**config.mk**
```make
export PLATFORM = sky130hd
export DESIGN_NAME = bus_sched
export DESIGN_NICKNAME = d
export VERILOG_FILES = /design/src/rtl/bus_sched_pkg.sv /design/src/rtl/rr_arbiter.sv /design/src/rtl/bus_sched.sv
export SDC_FILE = /design/constraint.sdc
export NUM_CORES = 1
export LEC_CHECK = 0
export ABC_AREA = 1
export BUFFER_PORTS_ARGS = -buffer_cell sky130_fd_sc_hd__buf_2
export CAP_MARGIN = 20
export CORE_MARGIN = 2
export CORE_UTILIZATION = 40
export DETAILED_ROUTE_END_ITERATION = 12
export PLACE_DENSITY_LB_ADDON = 0.1
export SETUP_SLACK_MARGIN = 0.5
export SLEW_MARGIN = 20
export SYNTH_ARGS = -nofsm -noshare
export SYNTH_HDL_FRONTEND = slang
export SYNTH_SLANG_ARGS = --single-unit
```
**constraint.sdc**
```tcl
create_clock -name clk -period 12 [get_ports clk]
set_clock_uncertainty 0.2 [all_clocks]
set_input_delay 1.2 -clock clk [delete_from_list [all_inputs] [get_ports clk]]
set_output_delay 1.2 -clock clk [all_outputs]
set_load 0.02 [all_outputs]
```
**src/rtl/bus_sched_pkg.sv**
```systemverilog
// Shared definitions for the data-bus scheduler: FSM encoding and bus-source indices.
// The neural top and the control unit import the source constants as well.
package bus_sched_pkg;

  typedef enum logic [1:0] {
    IDLE  = 2'd0,
    ISSUE = 2'd1,
    DRAIN = 2'd2
  } state_e;

  localparam int X_SRC  = 0;
  localparam int Y_SRC  = 1;
  localparam int ND_SRC = 2;

  // Width of a binary source index; never zero, even for a single source.
  function automatic int idx_w(input int n);
    return (n > 1) ? $clog2(n) : 1;
  endfunction

endpackage

```
**src/rtl/rr_arbiter.sv**
```systemverilog
// Combinational round-robin arbiter: picks the first requester at or after ptr+1
// (mod nreq) and reports it both one-hot and as a binary index.
module rr_arbiter
  import bus_sched_pkg::*;
#(
  parameter  int nreq = 3,
  localparam int IW   = idx_w(nreq)
) (
  input  logic [nreq-1:0] req,
  input  logic [IW-1:0]   ptr,
  output logic [nreq-1:0] win,
  output logic [IW-1:0]   win_idx
);

  int best_dist;
  int cur_dist;

  always_comb begin
    // NOTE: every variable written here gets a default first, so no path can infer a latch.
    best_dist = nreq;
    cur_dist  = 0;
    win       = '0;
    win_idx   = '0;
    for (int i = 0; i < nreq; i++) begin
      // Distance of source i from the slot just after the last winner.
      cur_dist = (i + nreq - 1 - int'(ptr)) % nreq;
      if (req[i] && (cur_dist < best_dist)) begin
        best_dist = cur_dist;
        win       = '0;
        win[i]    = 1'b1;
        win_idx   = IW'(i);
      end
    end
  end

endmodule

```
**src/rtl/bus_sched.sv**
```systemverilog
// Round-robin owner of the shared data bus: grants one source per burst, walks its RAM
// address and enables that source's bus driver only while its read data is on the bus.
module bus_sched
  import bus_sched_pkg::*;
#(
  parameter int a    = 32,
  parameter int nreq = 3,
  parameter int lw   = 16,
  parameter int rdl  = 1    // RAM read latency: 1 or 2
) (
  input  logic               clk,
  input  logic               rst,
  input  logic [nreq-1:0]    req,
  input  logic [a*nreq-1:0]  base,
  input  logic [lw*nreq-1:0] len,
  output logic [nreq-1:0]    gnt,
  output logic [a-1:0]       addr,
  output logic [nreq-1:0]    e_bus,
  output logic               beat,
  output logic [lw-1:0]      idx,
  output logic [nreq-1:0]    done,
  output logic               busy
);

  localparam int IW = idx_w(nreq);

  state_e                 state_q,    state_d;
  logic [nreq-1:0]        gnt_q,      gnt_d;
  logic [nreq-1:0]        done_q,     done_d;
  logic [IW-1:0]          ptr_q,      ptr_d;
  logic [a-1:0]           addr_q,     addr_d;
  logic [lw-1:0]          rem_q,      rem_d;
  logic [lw-1:0]          iss_q,      iss_d;
  logic [rdl-1:0]         pipe_v_q,   pipe_v_d;
  logic [rdl-1:0][lw-1:0] pipe_idx_q, pipe_idx_d;

  logic [nreq-1:0] win;
  logic [IW-1:0]   win_idx;
  logic [a-1:0]    base_sel;
  logic [lw-1:0]   len_sel;
  logic            upper_empty;

  rr_arbiter #(.nreq(nreq)) u_arb (
    .req     (req),
    .ptr     (ptr_q),
    .win     (win),
    .win_idx (win_idx)
  );

  always_comb begin
    base_sel = '0;
    len_sel  = '0;
    for (int i = 0; i < nreq; i++) begin
      if (win[i]) begin
        base_sel = base[a*i +: a];
        len_sel  = len[lw*i +: lw];
      end
    end
  end

  always_comb begin
    state_d       = state_q;
    gnt_d         = gnt_q;
    ptr_d         = ptr_q;
    addr_d        = addr_q;
    rem_d         = rem_q;
    iss_d         = iss_q;
    pipe_v_d[0]   = 1'b0;
    pipe_idx_d[0] = '0;
    for (int i = 1; i < rdl; i++) begin
      pipe_v_d[i]   = pipe_v_q[i-1];
      pipe_idx_d[i] = pipe_idx_q[i-1];
    end

    case (state_q)
      IDLE: begin
        if (|req) begin
          gnt_d   = win;
          ptr_d   = win_idx;
          addr_d  = base_sel;
          rem_d   = len_sel;
          iss_d   = '0;
          state_d = (len_sel != '0) ? ISSUE : DRAIN;
        end
      end
      ISSUE: begin
        pipe_v_d[0]   = 1'b1;
        pipe_idx_d[0] = iss_q;
        iss_d         = iss_q + lw'(1);
        rem_d         = rem_q - lw'(1);
        // The final issue leaves addr on the last address actually read.
        if (rem_q == lw'(1)) state_d = DRAIN;
        else                 addr_d  = addr_q + a'(1);
      end
      DRAIN: begin
        if (done_q != '0) begin
          state_d = IDLE;
          gnt_d   = '0;
        end
      end
      default: state_d = IDLE;
    endcase

    // done is registered so it lands with the last beat: raise it when, after this edge,
    // only the pipe output stage can still hold data and nothing more will be issued.
    upper_empty = 1'b1;
    for (int i = 0; i < rdl - 1; i++) begin
      if (pipe_v_d[i]) upper_empty = 1'b0;
    end
    done_d = '0;
    if (((state_q == ISSUE && rem_q == lw'(1)) || (state_q == DRAIN && done_q == '0))
        && upper_empty) begin
      done_d = gnt_q;
    end
  end

  always_ff @(posedge clk or negedge rst) begin
    if (!rst) begin
      state_q    <= IDLE;
      gnt_q      <= '0;
      done_q     <= '0;
      ptr_q      <= IW'(nreq - 1);
      addr_q     <= '0;
      rem_q      <= '0;
      iss_q      <= '0;
      // NOTE: the read pipe is reset too, so an aborted burst leaves no stale beat behind.
      pipe_v_q   <= '0;
      pipe_idx_q <= '0;
    end else begin
      // NOTE: sequential state uses non-blocking assignments so every register samples pre-edge values.
      state_q    <= state_d;
      gnt_q      <= gnt_d;
      done_q     <= done_d;
      ptr_q      <= ptr_d;
      addr_q     <= addr_d;
      rem_q      <= rem_d;
      iss_q      <= iss_d;
      pipe_v_q   <= pipe_v_d;
      pipe_idx_q <= pipe_idx_d;
    end
  end

  assign gnt   = gnt_q;
  assign addr  = addr_q;
  assign beat  = pipe_v_q[rdl-1];
  assign idx   = pipe_idx_q[rdl-1];
  assign e_bus = pipe_v_q[rdl-1] ? gnt_q : '0;
  assign done  = done_q;
  assign busy  = (state_q != IDLE) || (pipe_v_q != '0);

endmodule
```
==> summary.txt <==
1st-pass router iterations: 4
Final Max Tran Viols: 0
GR Overflow Total: 0
final hold vios: 0
Synth Cell Area: 0.007900 mm^2
proportion of layout cells with a drive suffix above 1: 25.19%
Worst setup startpoint: ptr_q[1]
top-count cell post-synth: nand2_1
pin count of the biggest net entering global routing: 71
Via-to-Cell Ratio: 5.089
post-route minimum period: 10.30 ns
total number of vias: 8662
WL final: 25.18 mm
multi-input logic area: 0.004979 mm^2
register area: 0.002280 mm^2
fmax: 97.08 MHz
crit path kind: reg -> reg
Area Overhead vs Synth: 24.68%
fin crit share: 85.84%
Skew-Pair Late Insertion Delay: 0.35 ns
worst setup path endpoint: state_q[0]
P_leak: 0.005139 uW
Rel. slew slack: 35.67%
Synth Register Bits: 91
core area: 0.01940 mm^2
sequential share of the synthesized area: 28.84%
die height: 144.5 um
startpoint types: register
Commonest cells post-synth: nand2_1 (313), inv_1 (140), nor2_1 (133)
crit path setup slack, layout: 1.700 ns
post-synth top area share: 28.51%
CP max stage cell: dfstp_2
CTS root buf: clkbuf_16
Tightest Hold Check Type: reg -> reg
Synth async-reset ratio: 100.0%
Mapped Nets: 1396
total I/O pin count: 208
crit-path max FO: 13
first-pass GRT wire length: 37.86 mm
vias in the first global route: 7790
clock tree from TritonCTS: done
global placement routability congestion: 0.8936
Detail Route Antenna Nets: 0
Mapped Avg Cell Area: 6.449 um^2
# Max-Cap Violations: 0
Die W: 144.5 um
residual DRC count: 0
Reg-to-Reg Start: ptr_q[1]
H-Tree Level Count: 3
number of diodes: 0
Total GRT Usage: 22.96%
Detailed Route Iter0 Violations: 367
CTS clk-pin slew, worst paths: 0.08 ns
Most common cell on crit path: nand2_1
CP required: 12.05 ns
largest area contributor in the netlist: dfrtp_1
crit path DAT: 10.35 ns
Worst Reg-to-Reg Cells: 95
initial antenna violation count: 1
FF-to-FF setup slack: 1.70 ns
R2R Path End: state_q[0]
Syn Inst Count: 1225
Power Dens Cells: 300.5 mW/mm^2
number of core rows: 51
CP Capture Type: register
status: completed
Post-synth EDFFs: 0
number of buffers on the longest clock path: 2
Synth warnings: 0
Min Hold Slack: 0.3012 ns
number of buffers added on ports: 207
Routed WL per cell: 14.80 um
Setup violations, final: 0
RSZ-0062 raised after global routing: no
ys flop type: dfrtp_1
CTS buffer count: 9
layout filler cell count: 2015
Initial Util: 40.72%
total negative setup slack: 0 ns
DP HPWL: 18.99 mm
Sink Count: 91
Die ar.: 0.02089 mm^2
Synth cell types: 55
Nets: 1603
VDD IR max: 185.2 uV
slowest stage delay, CP: 0.65 ns
Synth area leaders: dfrtp_1 (29%), nand2_1 (15%), nand3_1 (6.8%)
Post-Place Setup Slack: 0.6976 ns
Worst Tran Pin Value: 0.9591 ns
-- registers in the layout, indices dropped and copies added (netlist names) --
register and flops:
beat 1, gnt 3, rem_q 16, state_q 2, idx 16, done 3, addr 32, iss_q 16
ptr_q 2
-- area by class of cell --
type | count | area share (%)
clock inverters | 7 | 0.6987
clock buffers | 9 | 2.287
inverters | 159 | 6.098
well taps | 265 | 3.366
multi-input cells | 927 | 50.55
flip-flops and latches | 91 | 23.15
repair buffers | 244 | 13.86
-- metrics by stage --
step           std cells  area (um^2)  utilization, %  total power (uW)
6_report            1702         9849           50.77              2960
3_3_place_gp        1661         9145           47.14              2452
3_5_place_dp        1661         9145           47.14              2460
5_1_grt             1702         9849           50.77              3259
2_1_floorplan       1225         7900               -              2001
4_1_cts             1677         9439           48.66              2756
-- worst min-delay path by stage --
stage | endpoint | startpoint | slack, ns | cells past startpoint
after CTS | iss_q[13] | iss_q[13] | 0.30 | 1
final | iss_q[13] | iss_q[13] | 0.30 | 1
after floorplan | iss_q[13] | iss_q[13] | 0.26 | 1
after detailed placement | iss_q[13] | iss_q[13] | 0.29 | 1
after global routing | iss_q[13] | iss_q[13] | 0.33 | 1
after global placement | iss_q[13] | iss_q[13] | 0.29 | 1
-- cells by family (layout without fill, tap and decap cells) --
family                   count (synthesis)  after routing  share of synthesized area, %
flip-flops                              91             91                         28.84
multiplexers                             1              1                        0.1267
buffers and inverters                  208            419                         10.77
adder cells (fa/ha/maj)                 22             22                         3.484
XOR/XNOR                                 2              2                        0.3168
AO/OA/AOI/OAI                          233            233                         18.26
AND/OR/NAND/NOR                        668            669                         38.20
-- cell usage in the layout (no fill, tap or decap), types with 10 or more instances in the layout --
| cell type | count |
|---|---|
| inv_2 | 13 |
| buf_4 | 34 |
| o211ai_1 | 17 |
| nand2_1 | 309 |
| nand4_1 | 25 |
| a22o_1 | 16 |
| a31oi_1 | 57 |
| nand3_2 | 13 |
| ha_1 | 17 |
| nand2_4 | 10 |
| inv_1 | 139 |
| nand3_1 | 104 |
| nor3_1 | 18 |
| o21ai_0 | 45 |
| clkbuf_16 | 10 |
| dfrtp_1 | 89 |
| buf_2 | 206 |
| nand2_2 | 26 |
| a21oi_1 | 29 |
| o21ai_1 | 34 |
| nor2_1 | 130 |
| a22oi_1 | 11 |
-- worst max-delay path, delay by kind of cell, from the launching register on --
| family | cells | cell delay, ns |
|---|---|---|
| xor+xnor | 1 | 0.23 |
| simple gates | 83 | 7.50 |
| fa+ha+maj | 3 | 0.79 |
| compound gates | 1 | 0.15 |
| buf+inv | 7 | 0.58 |
| flops | 1 | 0.65 |
-- where the power goes --
group / switching, uW / leakage (uW) / internal (uW) / total [uW]
Sequential: 108 / 0.00115 / 420 / 527
Combinational: 1360 / 0.00385 / 786 / 2150
Clock: 141 / 0.000138 / 146 / 287
-- timing repair --
action                     CTS  global route
gates resized for setup      0            39
hold buffers                 0             0
setup endpoints to repair    0            55
setup buffers                0            23
-- per-layer routing --
| layer | global-route usage [%] | part of all wire [%] | vias to the layer above |
|---|---|---|---|
| met5 | 0 | 0.052 | - |
| met4 | 6.030 | 1.1 | 2 |
| met3 | 3.974 | 4.8 | 16 |
| met2 | 39.36 | 49 | 229 |
| met1 | 29.94 | 45 | 3913 |
| li1 | - | - | 4502 |
Note: power is estimated with default switching activity, not from simulation.
